==> src/rtl/systolic_feeder_pkg.sv <==
// Shared definitions for the systolic feeder, the downstream matmul array and benches.
package systolic_feeder_pkg;

  localparam int N_DEF     = 4;
  localparam int DW_DEF    = 8;
  localparam int DRAIN_DEF = 3;

  typedef enum logic [2:0] {
    ST_IDLE,
    ST_CLR,
    ST_FEED,
    ST_DRAIN,
    ST_DONE
  } state_t;

  typedef logic signed [DW_DEF-1:0] operand_t;
  typedef operand_t    [N_DEF-1:0]  feed_vec_t;
  typedef feed_vec_t   [N_DEF-1:0]  matrix_t;

endpackage

==> src/rtl/systolic_feeder_skew_lane.sv <==
// One skewed lane: presents i_vec[t - LANE] while that index is in range, else zero.
module skew_lane
  import systolic_feeder_pkg::*;
#(
  parameter int N    = N_DEF,
  parameter int DW   = DW_DEF,
  parameter int TW   = 3,
  parameter int LANE = 0
) (
  input  logic [N-1:0][DW-1:0] i_vec,
  input  logic [TW-1:0]        i_t,
  input  logic                 i_en,
  output logic [DW-1:0]        o_feed
);

  // Index select by matching t against each lane-offset position; zero when none matches.
  always_comb begin
    o_feed = '0;
    for (int unsigned k = 0; k < N; k++) begin
      if (i_en && (i_t == TW'(LANE + k))) begin
        o_feed = i_vec[k];
      end
    end
  end

endmodule

==> src/rtl/systolic_feeder.sv <==
// Latches an A/B matrix pair and streams them as skewed edge operands into a systolic array.
module systolic_feeder
  import systolic_feeder_pkg::*;
#(
  parameter int N         = N_DEF,
  parameter int DW        = DW_DEF,
  parameter int DRAIN_CYC = DRAIN_DEF
) (
  input  logic                        clk,
  input  logic                        rst,
  input  logic                        in_valid,
  output logic                        in_ready,
  input  logic [N-1:0][N-1:0][DW-1:0] a_in,
  input  logic [N-1:0][N-1:0][DW-1:0] b_in,
  output logic                        acc_clr,
  output logic                        feed_valid,
  output logic [N-1:0][DW-1:0]        a_feed,
  output logic [N-1:0][DW-1:0]        b_feed,
  output logic                        busy,
  output logic                        done
);

  localparam int TW  = $clog2(2 * N);
  localparam int DCW = (DRAIN_CYC > 1) ? $clog2(DRAIN_CYC) : 1;
  localparam logic [TW-1:0]  T_LAST = TW'(2 * N - 2);
  localparam logic [DCW-1:0] D_LAST = DCW'((DRAIN_CYC > 0) ? (DRAIN_CYC - 1) : 0);

  state_t                        r_state;
  logic [TW-1:0]                 r_t;
  logic [DCW-1:0]                r_drain;
  logic [N-1:0][N-1:0][DW-1:0]   r_a;
  logic [N-1:0][N-1:0][DW-1:0]   r_b;
  logic                          r_in_ready;
  logic                          r_acc_clr;
  logic                          r_feed_valid;
  logic                          r_busy;
  logic                          r_done;

  // Job sequencer: state, counters, latched matrices and registered control outputs.
  always_ff @(posedge clk or negedge rst) begin
    if (!rst) begin
      r_state      <= ST_IDLE;
      r_t          <= '0;
      r_drain      <= '0;
      r_a          <= '0;
      r_b          <= '0;
      r_in_ready   <= 1'b1;
      r_acc_clr    <= 1'b0;
      r_feed_valid <= 1'b0;
      r_busy       <= 1'b0;
      r_done       <= 1'b0;
    end else begin
      case (r_state)
        ST_IDLE: begin
          if (in_valid) begin
            r_a        <= a_in;
            r_b        <= b_in;
            r_state    <= ST_CLR;
            r_in_ready <= 1'b0;
            r_busy     <= 1'b1;
            r_acc_clr  <= 1'b1;
          end
        end
        ST_CLR: begin
          r_state      <= ST_FEED;
          r_t          <= '0;
          r_acc_clr    <= 1'b0;
          r_feed_valid <= 1'b1;
        end
        ST_FEED: begin
          if (r_t == T_LAST) begin
            r_t          <= '0;
            r_feed_valid <= 1'b0;
            r_drain      <= '0;
            if (DRAIN_CYC == 0) begin
              r_state <= ST_DONE;
              r_done  <= 1'b1;
            end else begin
              r_state <= ST_DRAIN;
            end
          end else begin
            r_t <= r_t + 1'b1;
          end
        end
        ST_DRAIN: begin
          if (r_drain == D_LAST) begin
            r_state <= ST_DONE;
            r_done  <= 1'b1;
          end else begin
            r_drain <= r_drain + 1'b1;
          end
        end
        ST_DONE: begin
          r_state    <= ST_IDLE;
          r_done     <= 1'b0;
          r_busy     <= 1'b0;
          r_in_ready <= 1'b1;
        end
        default: begin
          r_state <= ST_IDLE;
        end
      endcase
    end
  end

  assign in_ready   = r_in_ready;
  assign acc_clr    = r_acc_clr;
  assign feed_valid = r_feed_valid;
  assign busy       = r_busy;
  assign done       = r_done;

  // Row lanes take A row i directly; column lanes gather B column j across rows.
  for (genvar g = 0; g < N; g++) begin : g_lane
    logic [N-1:0][DW-1:0] w_bcol;
    for (genvar k = 0; k < N; k++) begin : g_col
      assign w_bcol[k] = r_b[k][g];
    end

    skew_lane #(.N(N), .DW(DW), .TW(TW), .LANE(g)) u_a_lane (
      .i_vec  (r_a[g]),
      .i_t    (r_t),
      .i_en   (r_feed_valid),
      .o_feed (a_feed[g])
    );

    skew_lane #(.N(N), .DW(DW), .TW(TW), .LANE(g)) u_b_lane (
      .i_vec  (w_bcol),
      .i_t    (r_t),
      .i_en   (r_feed_valid),
      .o_feed (b_feed[g])
    );
  end

endmodule

==> config.mk <==
export PLATFORM = sky130hd
export DESIGN_NAME = systolic_feeder
export DESIGN_NICKNAME = d
export VERILOG_FILES = /design/src/rtl/systolic_feeder_pkg.sv /design/src/rtl/systolic_feeder_skew_lane.sv /design/src/rtl/systolic_feeder.sv
export SDC_FILE = /design/constraint.sdc
export NUM_CORES = 1
export LEC_CHECK = 0
export ABC_AREA = 1
export CAP_MARGIN = 10
export CORE_ASPECT_RATIO = 1.4
export CORE_MARGIN = 1
export CORE_UTILIZATION = 30
export DETAILED_ROUTE_END_ITERATION = 8
export GPL_ROUTABILITY_DRIVEN = 0
export HOLD_SLACK_MARGIN = 0.12
export MAX_ROUTING_LAYER = met4
export SETUP_SLACK_MARGIN = 0.2
export SYNTH_ARGS = -nofsm -noshare
export SYNTH_HDL_FRONTEND = slang
export SYNTH_SLANG_ARGS = --single-unit
export TNS_END_PERCENT = 1
==> constraint.sdc <==
create_clock -name clk -period 3.1 [get_ports clk]
set_clock_uncertainty 0.15 [all_clocks]
set_input_delay 0.31 -clock clk [delete_from_list [all_inputs] [get_ports clk]]
set_output_delay 0.31 -clock clk [all_outputs]
set_load 0.005 [all_outputs]
==> results.tsv, run 1 <==
metric	value	unit
rr_worst_depth	6	
yosysTopAreaCell	dfrtp_1	
grt_setup_unrepaired	true	
drc_errors	0	
dp_slack	0.480	ns
ys_ff_latch	269	
area_growth	43.6	%
hold_depth	3	
synth-edff-count	0	
dieWidth	178	um
synth.most_common_cell	nand2_1	
syn_inst	1792	
rr_endpoint	g_lane[0].w_bcol[23]	
drv_slew	0	
synth_nets	2053	
dpl_cell_area	0.0168	mm2
power_density	892	mW/mm2
synth_area	0.0130	mm2
yosysTopAreaCellShare	51.6	%
grt_max_degree	196	
yosys_warnings	0	
synth.distinct_cells	27	
antenna_left	0	
vias	12400	
critical_path_class	flip-flop to primary output	
cellLeakagePower	9.68	nW
cp-end-kind	primary output	
synthTopCellsByCount	nand2_1 (966), dfrtp_1 (268), nand3_1 (116), nor2_1 (116), inv_1 (110)	
start_kind	flip-flop	
nets	2414	
dr.pass1.iters	5	
dp_hpwl	31600	um
drtIter0Drc	1011	
wl_per_cell	16.7	um
grt_usage	21.2	%
rows	89	
slowest_stage	clkdlybuf4s50_1	
postSynthAreaPerCell	7.25	um2
synth_async_sr_flop_share	100	%
root_buffer	clkbuf_16	
tritoncts	built	
r2r_setup_slack	0.97	ns
outcome	finished clean	
initial_utilization	30.6	%
min_to	r_a[54]	
grt.overflow.total	0	
cts_buffer_depth	3	
hold_viol_final	0	
crit_path_max_incr_delay	0.52	ns
maxCapViolCount	0	
ir_drop	432	uV
fp.coreArea	0.0424	mm2
seq_area_frac_synth	51.8	%
post-route-period-util	96.6	%
wl	45500	um
stdcell_area	0.0186	mm2
crit_buf_inv	3	
fmax	334	MHz
crit_cells	8	
clk_pin_slew	0.06	ns
cts_sinks	269	
dp_cells	2594	
io_buffers	327	
relSlewSlack	39.8	%
cts_buffers	28	
crit_family	buffers and inverters	
setup_viol	0	
ys_top_cells_by_area	dfrtp_1 (52%), nand2_1 (28%), nand3_1 (4.5%), nor2_1 (3.4%), inv_1 (3.2%)	
layout-drive-gt1-share	5.06	%
worst_pin_slew	0.904	ns
die_h	248	um
cp_max_fo	18	
min-delay-start	a_in[54]	
ios	328	
grt_pass1_wl	70100	um
hp-class	primary input to flip-flop	
vias_per_cell	4.56	
final_cell_count_no_fill	2724	
crit_required	2.64	ns
synth_ff_type	dfrtp_1	
htreeDepth	1	
die-area	0.0441	mm2
worstSkewPairLatency	0.55	ns
crit_arrival	2.54	ns
tns	0	ns
setup_ws	0.105	ns
post-route-min-period	3.00	ns
finish.utilization	43.9	%
path_cells	buf_4 > nor2_4 > buf_12 > nand3_1 > nand3_1 > nand2_1 > nand2_1 > clkdlybuf4s50_1	
grt_pass1_vias	12400	
antenna_found_initial	3	
worstReg2RegStart	r_state[0]	
## routing by layer
| layer | share of wire, % | track usage (%) |
|---|---|---|
| met5 | 0 | - |
| met4 | 3.8 | 8.12 |
| met3 | 4.5 | 2.12 |
| met2 | 51 | 35.9 |
| met1 | 41 | 25.9 |
## cell families (layout without fill, tap and decap cells)
family / Yosys count / in the layout / synth area share [%]
AOI/OAI and AO/OA: 88 / 88 / 3.75
adders and majority gates: 2 / 2 / 0.193
buffers and inverters: 221 / 603 / 7.75
DFF: 269 / 269 / 51.8
other: 0 / 4 / 0
and+or+nand+nor: 1212 / 1212 / 36.5
## tightest hold or removal path, stage by stage
cell	delay, ns
clkdlybuf4s50_1	0.40
nand2_1	0.07
nand2_1	0.05
## report_power, final
group | total [W] | switching (W) | internal, W
registers | 0.00602 | 0.000862 | 0.00516
clock network | 0.00344 | 0.00147 | 0.00197
logic | 0.00717 | 0.00410 | 0.00307
total | 0.0166 | 0.00643 | 0.0102
## state kept, by name (all words and copies together) (netlist names), 2 cells and up
signal,cells
r_a,128
r_drain,2
g_lane.w_bcol,128
r_t,3
r_state,3
## worst max path at each step
stage | startpoint | slack [ns] | endpoint
floorplan | r_t[0] | 0.75 | b_feed[3]
global route | r_t[0] | -0.04 | b_feed[22]
CTS | r_t[0] | 0.0006 | a_feed[23]
finish | r_t[0] | 0.10 | b_feed[12]
global placement | r_t[0] | 0.47 | b_feed[14]
detailed placement | r_t[2] | 0.48 | b_feed[14]
## layout make-up
class | instances | area, um2
clock inverter | 12 | 126
multi-input combinational | 1302 | 5330
inverter | 117 | 449
timing repair buffer | 435 | 4510
tap | 546 | 683
clock buffer | 39 | 802
antenna | 4 | 10.0
sequential | 269 | 6740
fill | 4266 | 23800
## timing repair
| action | 4_1_cts | 5_1_grt |
|---|---|---|
| hold endpoints to repair | 155 | 0 |
| resized for setup | 8 | 31 |
| hold buffers | 71 | 0 |
| buffers inserted | 2 | 0 |
| pin swaps | 0 | 2 |
| gates cloned | 2 | 0 |
| endpoints found under the setup margin | 64 | 64 |
## per-stage QoR
stage                     hold slack [ns]  total power [W]
after CTS                           0.120           0.0168
after global routing                0.138           0.0180
after global placement              0.241           0.0129
final                               0.144           0.0166
after detailed placement            0.243           0.0131
after floorplan                    -0.136          0.00990
## cells in the final DEF, fill, tap and decap left out, types with 3 or more instances in the layout
| master | synthesis | layout |
|---|---|---|
| clkbuf_1 | 11 | 5 |
| nand3_1 | 116 | 114 |
| nor2_1 | 116 | 114 |
| dlymetal6s2s_1 | 0 | 16 |
| clkbuf_8 | 0 | 6 |
| dfrtp_1 | 268 | 266 |
| clkdlybuf4s50_1 | 0 | 310 |
| inv_2 | 7 | 5 |
| clkbuf_16 | 0 | 28 |
| clkinv_2 | 0 | 7 |
| buf_4 | 21 | 20 |
| o21ai_1 | 13 | 13 |
| dlygate4sd3_1 | 0 | 71 |
| buf_12 | 0 | 12 |
| inv_1 | 110 | 110 |
| o21ai_0 | 56 | 56 |
| diode_2 | 0 | 4 |
| nor2_2 | 4 | 3 |
| buf_6 | 2 | 3 |
| nand2_1 | 966 | 965 |
| o211ai_1 | 16 | 16 |
| nor2_4 | 1 | 4 |
Note: power is estimated with default switching activity, not from simulation.
==> inputs of run 2 (changes only) <==
--- a/config.mk
+++ b/config.mk
@@ -6,6 +6,7 @@
 export NUM_CORES = 1
 export LEC_CHECK = 0
 export ABC_AREA = 1
+export ABC_CLOCK_PERIOD_IN_PS = 3100
 export CAP_MARGIN = 10
 export CORE_ASPECT_RATIO = 1.4
 export CORE_MARGIN = 1
==> results of run 2 <==
No change in the layout: final DEF, timing and power equal those of run 1.
